[src/rtl/fifo_rr_drain_arbiter.sv]
`default_nettype none
// ============================================================================
// Module      : fifo_rr_drain_arbiter
// Description : Round-robin drain of N registered-read FIFOs onto one
//               valid/ready stream, tagging each word with its source index.
// Revision    : 1.0 - initial release
// ============================================================================
module fifo_rr_drain_arbiter #(
    parameter  int N         = 4,
    parameter  int W         = 8,
    parameter  int MAX_BURST = 4,
    localparam int c_src_w   = (N > 1) ? $clog2(N) : 1
) (
    input  logic                 clk,
    input  logic                 rst,
    input  logic                 en,
    input  logic [N-1:0]         src_empty,
    input  logic [N*W-1:0]       src_data,
    output logic [N-1:0]         src_re,
    output logic [W-1:0]         out_data,
    output logic [c_src_w-1:0]   out_src,
    output logic                 out_valid,
    input  logic                 out_ready,
    output logic                 busy
);

    localparam logic [1:0] c_idle  = 2'd0;
    localparam logic [1:0] c_fetch = 2'd1;
    localparam logic [1:0] c_latch = 2'd2;
    localparam logic [1:0] c_out   = 2'd3;

    localparam int                 c_bw        = $clog2(MAX_BURST + 1);
    localparam logic [c_bw-1:0]    c_max_burst = c_bw'(MAX_BURST);
    localparam logic [c_src_w-1:0] c_last_init = c_src_w'(N - 1);

    logic [1:0]         r_state;
    logic [c_src_w-1:0] r_grant;
    logic [c_src_w-1:0] r_last;
    logic [c_bw-1:0]    r_burst_cnt;

    logic [W-1:0]       w_word [N];
    logic               w_found;
    logic [c_src_w-1:0] w_pick;
    logic [c_bw-1:0]    w_burst_next;
    logic               w_more;

    generate
        for (genvar gi = 0; gi < N; gi++) begin : g_unpack
            assign w_word[gi] = src_data[gi*W +: W];
        end
    endgenerate

    // Pointer arithmetic wraps by compare so non-power-of-2 N stays in range.
    function automatic logic [c_src_w-1:0] f_wrap(input int s);
        return (s >= N) ? c_src_w'(s - N) : c_src_w'(s);
    endfunction

    // Walk from farthest to nearest so the nearest non-empty source wins.
    always_comb begin
        w_found = 1'b0;
        w_pick  = '0;
        for (int k = N; k >= 1; k--) begin
            if (!src_empty[f_wrap(int'(r_last) + k)]) begin
                w_found = 1'b1;
                w_pick  = f_wrap(int'(r_last) + k);
            end
        end
    end

    assign w_burst_next = r_burst_cnt + c_bw'(1);
    assign w_more       = (w_burst_next < c_max_burst) && en && !src_empty[r_grant];
    assign busy         = (r_state != c_idle);

    always_comb begin
        src_re = '0;
        if ((r_state == c_fetch) && !src_empty[r_grant]) begin
            src_re[r_grant] = 1'b1;
        end
    end

    always_ff @(posedge clk) begin
        if (rst) begin
            r_state     <= c_idle;
            r_grant     <= '0;
            r_last      <= c_last_init;
            r_burst_cnt <= '0;
            out_data    <= '0;
            out_src     <= '0;
            out_valid   <= 1'b0;
        end else begin
            case (r_state)
                c_idle: begin
                    if (en && w_found) begin
                        r_grant     <= w_pick;
                        r_burst_cnt <= '0;
                        r_state     <= c_fetch;
                    end
                end
                c_fetch: begin
                    // An empty source here means no read was issued; give up the grant.
                    r_state <= src_empty[r_grant] ? c_idle : c_latch;
                end
                c_latch: begin
                    out_data  <= w_word[r_grant];
                    out_src   <= r_grant;
                    out_valid <= 1'b1;
                    r_state   <= c_out;
                end
                c_out: begin
                    if (out_ready) begin
                        out_valid   <= 1'b0;
                        r_burst_cnt <= w_burst_next;
                        if (w_more) begin
                            r_state <= c_fetch;
                        end else begin
                            r_last  <= r_grant;
                            r_state <= c_idle;
                        end
                    end
                end
                default: r_state <= c_idle;
            endcase
        end
    end

endmodule
`default_nettype wire

[config.mk]
export PLATFORM = sky130hd
export DESIGN_NAME = fifo_rr_drain_arbiter
export DESIGN_NICKNAME = d
export VERILOG_FILES = /design/src/rtl/fifo_rr_drain_arbiter.sv
export SDC_FILE = /design/constraint.sdc
export NUM_CORES = 1
export LEC_CHECK = 0
export BUFFER_PORTS_ARGS = -buffer_cell sky130_fd_sc_hd__buf_4
export CORE_MARGIN = 2
export CORE_UTILIZATION = 41
export CTS_CLUSTER_DIAMETER = 200
export CTS_CLUSTER_SIZE = 25
export DETAILED_ROUTE_END_ITERATION = 10
export HOLD_SLACK_MARGIN = 0.02
export PLACE_DENSITY = 0.76
export SYNTH_ARGS = -nofsm -noshare
export SYNTH_HDL_FRONTEND = slang
export SYNTH_SLANG_ARGS = --single-unit
export TNS_END_PERCENT = 10
[constraint.sdc]
create_clock -name clk -period 1.73 [get_ports clk]
set_input_delay 0.173 -clock clk [delete_from_list [all_inputs] [get_ports clk]]
set_output_delay 0.173 -clock clk [all_outputs]
set_load 0.02 [all_outputs]
Yosys cells after proc, flatten, opt, wreduce, memory -nomap -nowiden
Cells that the tools add are included.
Cells by class
  $add $sub $neg: 9
  magnitude comparators: 12
  equality and inequality tests: 5
  muxes and demuxes: 38
  bitwise operators: 2
  reduce and logical (&&, ||, !) cells: 15
Operators with widths (count)
  2-bit 2-to-1 mux: 11
  8-bit binary-select mux with 2-bit select: 1
  8-bit 2-to-1 mux: 2
  2-bit by 3-bit < comparator with 1-bit output (second input constant): 5
  3-bit greater-or-equal comparator (second input constant): 4
  1-bit 2-to-1 mux: 12
  1-bit binary-select mux with 2-bit select: 5
  2-bit one-hot mux with 4 select lines: 1
  2-bit by 1-bit subtractor with 2-bit output (second input constant): 4
  2-bit by 2-bit adder with 3-bit output (second input constant): 2
  3-bit 2-to-1 mux: 2
  3-bit one-hot mux with 2 select lines: 1
  2-bit AND reduction: 3
  3-bit AND reduction: 2
  2-bit nonzero test: 3
  1-bit logical AND: 5
  2-bit by 3-bit adder with 4-bit output (second input constant): 1
  2-bit equality test (second input constant): 2
  4-bit by 3-bit greater-or-equal comparator with 1-bit output (second input constant): 1
  4-bit 2-to-1 mux: 1
  2-bit != test (second input constant): 2
  2-bit by 1-bit adder with 3-bit output (second input constant): 1
  3-bit by 1-bit adder with 3-bit output (second input constant): 1
  3-bit < comparator (second input constant): 1
  8 further kinds: 8
Word-level totals
  register bits: 20
  bits of input ports: 40
  output and inout bits: 16
  logic and storage cells: 88

Logic depth before layout (Yosys ltp)
Gate-level depths: netlist of the first run.
  depth after elaboration: 12
  gate-level depth with buffers: 5
  depth with buffers taken out: 5

Worst setup path before layout of the first run
OpenSTA, ideal clock, no wires.
  kind: register to register
  start: reg r_grant[0]
  end: reg r_last[0]
  setup time: 0.120 ns
  data arrival time: 1.527 ns
  data required time: 1.610 ns
  path slack: 0.083 ns
  cell stages (with the launch flop): 6
  buffers on the path: 1
  clock period less this slack: 1.647 ns
  path through: dfxtp_1 buf_6 mux4_2 nand3b_4 and3_1 a211o_1
On the way
  longest elaborated chain between the ends: 6
Ends and longest elaborated chain
  start: declaration: RTL line 37  | logic [c_src_w-1:0] r_grant;
  start signal: assignment: RTL line 94  | r_grant <= w_pick;
  1-bit binary-select mux with 2-bit select: RTL line 71  | assign w_more = (w_burst_next < c_max_burst) && en && !src_empty[r_grant];
  1-bit 2-to-1 mux (implied by the code): RTL line 71
  1-bit logical NOT: RTL line 71
  1-bit logical AND: RTL line 71
  1-bit NOT (no source line)
  3-bit AND reduction (no source line)
  end signal: assignment: RTL line 85  | r_last <= c_last_init;
  end signal: assignment: RTL line 116  | r_last <= r_grant;
  end: declaration: RTL line 38  | logic [c_src_w-1:0] r_last;
Parallel ways exist; a longest one is shown, timed or not. The select of a mux whose other input is x is not followed.
A chain may end at the register's enable or synchronous reset.

Worst setup path after layout of the first run
Same ends and word-level chain as after synthesis.

==> impl_metrics.json, run 1 <==
{
  "synth_top_family_by_area": "simple AND/OR/NAND/NOR gates",
  "syn_area_mm2": 0.00114,
  "syn_inst": 127,
  "cts_setup_buffers": 0,
  "grt_pass1_vias": 1151,
  "setup_viol": 0,
  "leakage_uw": 0.000689,
  "synth.ff_latch_count": 20,
  "numCtsBuffers": 3,
  "critPathMaxStageDelay_ns": 0.52,
  "drcViolationCount": 0,
  "fin_util_pct": 60.5,
  "num_rows": 19,
  "start_util_pct": 42.3,
  "start_kind": "flop",
  "max_freq_mhz": 623,
  "relSlewSlack_pct": 76.3,
  "ys_types": 32,
  "dp_hpwl_mm": 2.29,
  "coreArea_mm2": 0.00269,
  "synth-simple-area-share_pct": 24.6,
  "routed_wl_mm": 2.89,
  "synthArstFlopShare_pct": 0,
  "insertedDiodeCount": 0,
  "cts_buffer_depth": 2,
  "hold_path.class": "in2reg",
  "area_delta_synth_final_pct": 43.0,
  "maxSlewViolCount": 0,
  "dieHeight_um": 56.7,
  "clkTransAtPathRegs_ns": 0.11,
  "cp-end-kind": "flop",
  "synth-xor-area-share_pct": 0.770,
  "antenna_found_initial": 0,
  "multiInputGateArea_um2": 691,
  "grt_max_degree": 21,
  "nets": 223,
  "pin_count": 56,
  "wl_per_cell_um": 13.6,
  "fill_cells": 231,
  "vias": 1161,
  "track_usage_pct": 18.9,
  "clock_latency_ns": 0.30,
  "root_buffer": "clkbuf_4",
  "synth_compound_area_share_pct": 14.7,
  "post-route-period-util_pct": 92.8,
  "fin_skew_ns": 0.00277,
  "rsz0062_at_grt": "false",
  "die_w_um": 56.7,
  "path_cells": "mux4_2 -> nand3b_4 -> and3_1 -> a211o_1",
  "syn_avg_cell_area_um2": 8.96,
  "synth_mux_area_share_pct": 19.5,
  "via_per_inst": 5.48,
  "register_area_um2": 402,
  "drive_gt1_share_pct": 39.8,
  "fp.dieArea_mm2": 0.00321,
  "maxCapViolCount": 0,
  "seq_area_frac_synth_pct": 35.2,
  "ys_top_cells_by_count": "nand2_1 (28), dfxtp_1 (20), a21oi_1 (18), mux4_2 (7), clkbuf_1 (6)",
  "cts_tree": "done",
  "power.density_mw_per_mm2": 706,
  "synth_nets": 168,
  "tightest_slew_ns": 0.355,
  "clock_sinks": 20,
  "critPathSlowestCell": "mux4_2",
  "netlist.area_leader.share_pct": 35.2,
  "drt-initial-drc-count": 35,
  "place_congestion": 0.789,
  "critPathArrivalTime_ns": 1.81,
  "setup_tns_ns": 0,
  "period_minus_slack_ns": 1.61,
  "hold_viol_final": 0,
  "synth_area_leaders": "dfxtp_1 (35%), mux4_2 (14%), nand2_1 (9.2%), a21oi_1 (7.9%), mux4_1 (4.6%)",
  "crit_fanout": 4,
  "htreeDepth": 1,
  "port_buffers": 55,
  "firstDrtPassIters": 4,
  "overflow": 0,
  "synth_warnings": 0,
  "synth_edf_count": 0,
  "hold_slack_ns": 0.0935,
  "required_ns": 1.93,
  "worstSetupPathType": "reg2reg",
  "yosysTopAreaCell": "dfxtp_1",
  "status": "finished clean",
  "vdd_drop_max_v": 0.000620,
  "synth-adder-area-share_pct": 1.10,
  "ys.flop_type": "dfxtp_1",
  "final_antenna_net_count": 0,
  "yosysMostFrequentCell": "nand2_1",
  "grt_pass1_wl_mm": 4.91
}
[where the power goes]
part / internal (uW) / total [uW] / switching, uW
Sequential: 480 / 496 / 16.8
Combinational: 154 / 274 / 119
Clock: 234 / 378 / 144
Total: 868 / 1150 / 280
[layout by cell type, fill, tap and decap left out]
master | netlist | layout
nor3b_1 | 1 | 1
nand3_1 | 4 | 4
nand3b_1 | 1 | 1
nor2_1 | 4 | 4
nand4_1 | 1 | 1
bufinv_16 | 0 | 1
nor3_1 | 3 | 3
or3_1 | 1 | 1
mux4_2 | 7 | 7
a31oi_1 | 2 | 2
a211o_1 | 2 | 2
xnor2_1 | 1 | 1
inv_1 | 2 | 2
mux4_1 | 2 | 2
o22ai_1 | 1 | 1
buf_4 | 0 | 58
dfxtp_1 | 20 | 19
a22o_1 | 1 | 1
a221o_1 | 1 | 1
nor2b_1 | 3 | 3
nor4_1 | 1 | 1
o21ai_0 | 3 | 3
a21oi_1 | 18 | 18
dfxtp_2 | 0 | 1
nand2b_1 | 4 | 4
nand2_1 | 28 | 28
ha_1 | 1 | 1
mux2_2 | 1 | 1
nand3b_4 | 1 | 1
and3_1 | 3 | 3
clkbuf_4 | 0 | 3
a211oi_1 | 1 | 1
nor4b_1 | 1 | 1
[sequential cells by signal (all words and copies together) (netlist names), named ones only]
name,count
r_burst_cnt,3
r_grant,2
out_data,8
out_src,2
r_state,1
r_last,2
out_valid,1
[worst max-delay path: cells and delay by family, from the launching register on]
family | cells | cell delay (ns)
flip-flops | 1 | 0.36
multiplexers | 1 | 0.52
AO/OA/AOI/OAI | 1 | 0.26
AND/OR/NAND/NOR | 2 | 0.38
[kinds of logic after synthesis]
logic type               count (synthesis)
AO/OA/AOI/OAI                           29
XOR/XNOR                                 1
adder cells (fa/ha/maj)                  1
buffers and inverters                   10
flip-flops                              20
multiplexers                            10
AND/OR/NAND/NOR                         56
[worst paths after layout]
| check | from | end | slack (ns) | cells after the start |
|---|---|---|---|---|
| min reg2reg | out_data[4] | out_data[4] | 0.46 | 2 |
| max reg2reg | r_grant[0] | r_last[0] | 0.12 | 4 |
| min | out_ready | r_state[0] | 0.09 | 2 |
| max | r_grant[0] | r_last[0] | 0.12 | 4 |
[stage by stage]
step           instances  total power, uW  instance area (um^2)  setup WS [ns]
2_1_floorplan        127              661                  1140         0.0831
3_3_place_gp         208              775                  1570          0.165
3_5_place_dp         208              783                  1570          0.132
4_1_cts              212             1160                  1630         0.0686
5_1_grt              212             1200                  1630         0.0539
6_report             212             1150                  1630          0.125
[final cells by class]
class,instances,share of cell area [%]
multi-input combinational,97,42.5
timing repair buffer,58,26.8
sequential,20,24.7
tap,31,2.38
clock inverter,1,1.85
clock buffer,3,1.38
inverter,2,0.462
[routing by layer]
| metal | GRT usage (%) | vias to the layer above | share of wire, % |
|---|---|---|---|
| met1 | 22.6 | 539 | 41 |
| met4 | 3.74 | 0 | 0.73 |
| li1 | - | 569 | - |
| met2 | 34.1 | 49 | 50 |
| met5 | 0 | - | 0 |
| met3 | 4.84 | 4 | 8.0 |
[repair_timing]
action                                 4_1_cts  5_1_grt
endpoints found under the hold margin        0        0
setup endpoints to repair                    0        2
hold buffers                                 0        0
resized for setup                            0        1
(Power assumes the default switching activity.)
==> run 2: changes to the inputs <==
--- a/config.mk
+++ b/config.mk
@@ -7,12 +7,13 @@
 export LEC_CHECK = 0
 export BUFFER_PORTS_ARGS = -buffer_cell sky130_fd_sc_hd__buf_4
 export CORE_MARGIN = 2
-export CORE_UTILIZATION = 41
+export CORE_UTILIZATION = 45
 export CTS_CLUSTER_DIAMETER = 200
 export CTS_CLUSTER_SIZE = 25
 export DETAILED_ROUTE_END_ITERATION = 10
+export GPL_ROUTABILITY_DRIVEN = 1
 export HOLD_SLACK_MARGIN = 0.02
-export PLACE_DENSITY = 0.76
+export PLACE_DENSITY = 0.79
 export SYNTH_ARGS = -nofsm -noshare
 export SYNTH_HDL_FRONTEND = slang
 export SYNTH_SLANG_ARGS = --single-unit
==> constraint.sdc (replaced) <==
create_clock -name clk -period 1.65 [get_ports clk]
set_input_delay 0.165 -clock clk [delete_from_list [all_inputs] [get_ports clk]]
set_output_delay 0.165 -clock clk [all_outputs]
set_load 0.02 [all_outputs]
==> run 2 against run 1 <==
  * Critical endpoint unchanged
  * Sequential power is 5.0% higher
  * Clock power is 4% higher
  * Sequential share of layout area is 0.25 points higher
  * Highest routed layer unchanged
  * Clock-buffer cell count stayed put
  * Sequential cell count stayed put
  * Via count is 0.95% higher
  * Setup slack worse by 0.081 ns
  * Maximum frequency hardly changed
  * Register-to-register slack worse by 0.08 ns
==> impl_metrics.json, run 2 (synthesis results as in run 1) <==
{
  "leakage_uw": 0.000690,
  "clock_latency_ns": 0.29,
  "area_delta_synth_final_pct": 43.3,
  "grt_util_met3_pct": 3.28,
  "power.density_mw_per_mm2": 737,
  "tightest_slew_ns": 0.366,
  "placed_cells": 207,
  "use_met2_pct": 40.6,
  "critPathSlowestCell": "mux4_2",
  "antenna_found_initial": 0,
  "cp_num_cells": 4,
  "grt_max_degree": 21,
  "worstHoldStart": "out_ready",
  "crit_family": "multiplexers",
  "critPathArrivalTime_ns": 1.80,
  "maxSlewViolCount": 0,
  "critPathMaxStageDelay_ns": 0.50,
  "routed_wl_mm": 2.89,
  "wl_per_cell_um": 13.7,
  "fp.dieArea_mm2": 0.00295,
  "grt_pass1_vias": 1060,
  "max_freq_mhz": 623,
  "relSlewSlack_pct": 75.6,
  "firstDrtPassIters": 4,
  "required_ns": 1.85,
  "top_usage_layer": "met2",
  "startpoint": "r_grant[0]",
  "worstSetupPathType": "reg2reg",
  "path_cells": "mux4_2 -> nand3b_4 -> and3_1 -> a211o_1",
  "numCtsBuffers": 3,
  "start_util_pct": 46.8,
  "nets": 223,
  "crit_fanout": 4,
  "period_minus_slack_ns": 1.61,
  "track_usage_pct": 20.7,
  "design_area_mm2": 0.00163,
  "largest-register": "out_data",
  "top_regs": "out_data x8, r_burst_cnt x3",
  "r2r_end": "r_last[0]",
  "maxCapViolCount": 0,
  "cts_tree": "done",
  "via_per_inst": 5.55,
  "final_cells": 211,
  "ff2ff_path_depth": 4,
  "dpl_cell_area_mm2": 0.00157,
  "htreeDepth": 1,
  "post-route-period-util_pct": 97.3,
  "insertedDiodeCount": 0,
  "largest_reg_flops": 8,
  "post-place-ws_ns": 0.0276,
  "drt-initial-drc-count": 21,
  "dp_hpwl_mm": 2.30,
  "grt_pass1_wl_mm": 4.37,
  "status": "finished clean",
  "coreArea_mm2": 0.00243,
  "hold_viol_final": 0,
  "dieHeight_um": 54.3,
  "pin_count": 56,
  "mostFrequentLayoutCells": "buf_4 (58), nand2_1 (28), a21oi_1 (18)",
  "cp-endpoint": "r_last[0]",
  "vias": 1172,
  "clock_sinks": 20,
  "r2r-start": "r_grant[0]",
  "crit_buf_inv": 0,
  "fill_cells": 207,
  "grtUsageMet1_pct": 22.2,
  "num_rows": 18,
  "final.setup.worst_slack_ns": 0.0443,
  "rrSetupSlack_ns": 0.04,
  "port_buffers": 55,
  "die_w_um": 54.3,
  "place_congestion": 0.816,
  "start_kind": "flop",
  "rsz0062_at_grt": "false",
  "vdd_drop_max_v": 0.000517,
  "postCtsHoldBufs": 0,
  "overflow": 0,
  "drive_gt1_share_pct": 40.9,
  "final_antenna_net_count": 0,
  "root_buffer": "clkbuf_4",
  "setup_tns_ns": 0,
  "clkTransAtPathRegs_ns": 0.11,
  "fin_skew_ns": 0.00354,
  "cts_buffer_depth": 2,
  "setup_viol": 0,
  "hold_path.class": "in2reg",
  "final_common_cell": "buf_4",
  "drcViolationCount": 0,
  "cp-end-kind": "flop"
}
[run 2: repair_timing]
item	4_1_cts	5_1_grt
setup endpoints to repair	0	5
setup buffers	0	0
gates resized for setup	0	4
[run 2: through the flow]
stage                     hold slack [ns]  power [uW]  utilization, %
after floorplan                     0.270         693               -
after global placement              0.400         813            64.6
after detailed placement            0.398         821            64.6
after CTS                          0.0695        1220            66.8
after global routing               0.0705        1260            67.0
final                              0.0724        1200            67.0
[run 2: final cells by class]
cell class                 count  area [um^2]  share of cell area (%)
clock buffer                   3         22.5                    1.38
inverter                       2         7.51                   0.460
tap                           30         37.5                    2.30
sequential                    20          407                    24.9
multi-input combinational     97          691                    42.4
timing repair buffer          58          435                    26.7
clock inverter                 1         30.0                    1.84
[run 2: metal layers]
| metal | wire length [um] | up-vias | share of wire (%) |
|---|---|---|---|
| li1 | - | 575 | - |
| met1 | 1170 | 550 | 40 |
| met2 | 1540 | 41 | 53 |
| met3 | 148 | 6 | 5.1 |
| met4 | 35 | 0 | 1.2 |
| met5 | 0 | - | 0 |
[run 2: worst register-to-register path: stages, from the launching register on]
cell and delay [ns]:
dfxtp_2 0.36, mux4_2 0.50, nand3b_4 0.18, and3_1 0.20, a211o_1 0.26
[run 2: worst min-delay path by stage]
stage	end	cells after the start
after floorplan	r_state[0]	1
after global placement	r_state[0]	2
after detailed placement	r_state[0]	2
after CTS	r_state[0]	2
after global routing	r_state[0]	2
final	r_state[0]	2
[run 2: report_power, final]
group / total [uW] / internal [uW] / switching (uW)
sequential: 521 / 503 / 18.1
combinational: 288 / 162 / 126
clock: 392 / 245 / 146
==> run 3: changes to the inputs <==
--- a/config.mk
+++ b/config.mk
@@ -5,9 +5,10 @@
 export SDC_FILE = /design/constraint.sdc
 export NUM_CORES = 1
 export LEC_CHECK = 0
+export ABC_AREA = 1
 export BUFFER_PORTS_ARGS = -buffer_cell sky130_fd_sc_hd__buf_4
 export CORE_MARGIN = 2
-export CORE_UTILIZATION = 45
+export CORE_UTILIZATION = 46
 export CTS_CLUSTER_DIAMETER = 200
 export CTS_CLUSTER_SIZE = 25
 export DETAILED_ROUTE_END_ITERATION = 10
==> run 3 against run 2 <==
  * The flow now finishes with violations (setup timing)
  * Die area increased by 5.2%
  * Utilization up 2.9 points
  * Design area grew 7.2%
  * Sequential share of layout area down 1.4 points
  * Clock-buffer cell count unchanged
  * Sequential cell count unchanged
  * Largest power group unchanged
  * Worst hold slack gained 0.0013 ns
  * Final cell count up 33%
  * Area after synthesis rose by 8.0%
==> impl_metrics.json, run 3 <==
{
  "clkTransAtPathRegs_ns": 0.10,
  "grt_max_degree": 22,
  "hold_path.class": "in2reg",
  "port_buffers": 55,
  "overflow": 0,
  "ys_types": 23,
  "grt_pass1_wl_mm": 5.30,
  "maxCapViolCount": 0,
  "insertedDiodeCount": 0,
  "clock_latency_ns": 0.28,
  "synth_compound_area_share_pct": 26.5,
  "final_cells": 281,
  "status": "finished with violations",
  "num_rows": 18,
  "fin_util_pct": 69.9,
  "start_util_pct": 49.1,
  "fp.dieArea_mm2": 0.00310,
  "largest-register": "out_data",
  "syn_avg_cell_area_um2": 6.37,
  "drcViolationCount": 0,
  "coreArea_mm2": 0.00250,
  "die_w_um": 55.7,
  "synth_mux_area_share_pct": 0,
  "worstSetupPathType": "reg2out",
  "drt-initial-drc-count": 70,
  "firstDrtPassIters": 4,
  "final_common_cell": "buf_4",
  "mostFrequentLayoutCells": "buf_4 (62), nand2_1 (53), a21oi_1 (25)",
  "start_kind": "flop",
  "cts_buffer_depth": 2,
  "synth_area_leaders": "dfxtp_1 (33%), nand2_1 (17%), a21oi_1 (10%), o21ai_0 (7.7%), inv_1 (5.8%)",
  "root_buffer": "clkbuf_4",
  "fin_skew_ns": 0.00131,
  "path_cells": "inv_4 -> nand2_2 -> nor2_2 -> nor2_2 -> nand4_1 -> nor2_1 -> buf_4",
  "relSlewSlack_pct": 75.9,
  "synth-xor-area-share_pct": 0.713,
  "netlist.area_leader.share_pct": 32.6,
  "hold_viol_final": 0,
  "dieHeight_um": 55.7,
  "ys.flop_type": "dfxtp_1",
  "clock_sinks": 20,
  "dp_hpwl_mm": 2.57,
  "seq_area_frac_synth_pct": 32.6,
  "vias": 1449,
  "drive_gt1_share_pct": 33.1,
  "htreeDepth": 1,
  "synth_edf_count": 0,
  "tightest_slew_ns": 0.362,
  "crit_fanout": 5,
  "yosysTopAreaCell": "dfxtp_1",
  "via_per_inst": 5.16,
  "total_power_uw": 1200,
  "cts_tree": "done",
  "synth-adder-area-share_pct": 1.02,
  "synth_warnings": 0,
  "numCtsBuffers": 3,
  "area_delta_synth_final_pct": 42.3,
  "synthArstFlopShare_pct": 0,
  "synth-simple-area-share_pct": 30.5,
  "routed_wl_mm": 3.27,
  "track_usage_pct": 20.8,
  "place_congestion": 0.836,
  "synth_nets": 234,
  "critPathSlowestCell": "dfxtp_4",
  "synth_top_family_by_area": "simple AND/OR/NAND/NOR gates",
  "grt_pass1_vias": 1301,
  "cp-end-kind": "primary output",
  "largest_reg_flops": 8,
  "yosysMostFrequentCell": "nand2_1",
  "hold_slack_ns": 0.0737,
  "rsz0062_at_grt": "true",
  "syn_area_mm2": 0.00123,
  "period_minus_slack_ns": 1.69,
  "required_ns": 1.48,
  "nets": 294,
  "critPathArrivalTime_ns": 1.52,
  "leakage_uw": 0.000893,
  "post-route-period-util_pct": 102,
  "vdd_drop_max_v": 0.000494,
  "pin_count": 56,
  "critPathMaxStageDelay_ns": 0.40,
  "setup_viol": 2,
  "top_regs": "out_data x8, r_burst_cnt x3",
  "ys_top_cells_by_count": "nand2_1 (55), a21oi_1 (25), dfxtp_1 (20)",
  "wl_per_cell_um": 11.6,
  "synth.ff_latch_count": 20,
  "maxSlewViolCount": 0,
  "violations": "setup timing",
  "power.density_mw_per_mm2": 689,
  "antenna_found_initial": 0,
  "syn_inst": 193,
  "cp_common_cell": "nor2_2",
  "final.setup.worst_slack_ns": -0.0376,
  "max_freq_mhz": 593,
  "final_antenna_net_count": 0,
  "placed_cells": 277
}
==> run 3: layout make-up <==
class	count	area, um^2
fill	233	752
multi-input combinational	147	737
timing repair buffer	62	465
sequential	20	412
inverter	19	73.8
tap	30	37.5
clock buffer	3	22.5
==> run 3: layer usage <==
layer  global-route usage [%]  part of all wire [%]
met5                        0                     0
met4                     6.27                  0.49
met3                     4.19                   6.6
met2                     37.1                    49
met1                     25.0                    44
==> run 3: final timing paths <==
check	end	cells past startpoint	slack [ns]	startpoint
setup / recovery	src_re[3]	7	-0.04	r_grant[0]
hold / removal	out_valid	2	0.07	rst
hold reg to reg	r_burst_cnt[0]	1	0.47	r_burst_cnt[0]
setup reg to reg	r_grant[1]	10	0.22	r_last[1]
==> run 3: worst max-delay path, delay by kind of cell, from the launching register on <==
family,cells,cell delay [ns]
flip-flops,1,0.40
buffers and inverters,2,0.20
AND/OR/NAND/NOR,5,0.65
==> run 3: kinds of logic after synthesis <==
kind of cell / count (synthesis)
buf+inv: 26
compound gates: 57
xor+xnor: 1
simple gates: 88
fa+ha+maj: 1
flops: 20
==> run 3: timing repair <==
| action | 4_1_cts | 5_1_grt |
|---|---|---|
| buffers inserted | 0 | 1 |
| setup endpoints to repair | 6 | 5 |
| hold buffers | 0 | 0 |
| gates resized for setup | 4 | 12 |
| pin swaps | 3 | 6 |
==> run 3: through the flow <==
stage / TNS, ns / setup WS (ns) / instance area, um^2
detailed placement: 0 / 0.0180 / 1690
global placement: 0 / 0.0679 / 1690
finish: -0.0497 / -0.0376 / 1750
CTS: -0.0184 / -0.0156 / 1720
floorplan: 0 / 0.262 / 1230
global route: -0.359 / -0.125 / 1750
==> run 3: report_power, final <==
group	total [uW]	internal [uW]	switching [uW]
sequential	546	518	28.8
combinational	448	204	244
clock	210	84.6	125
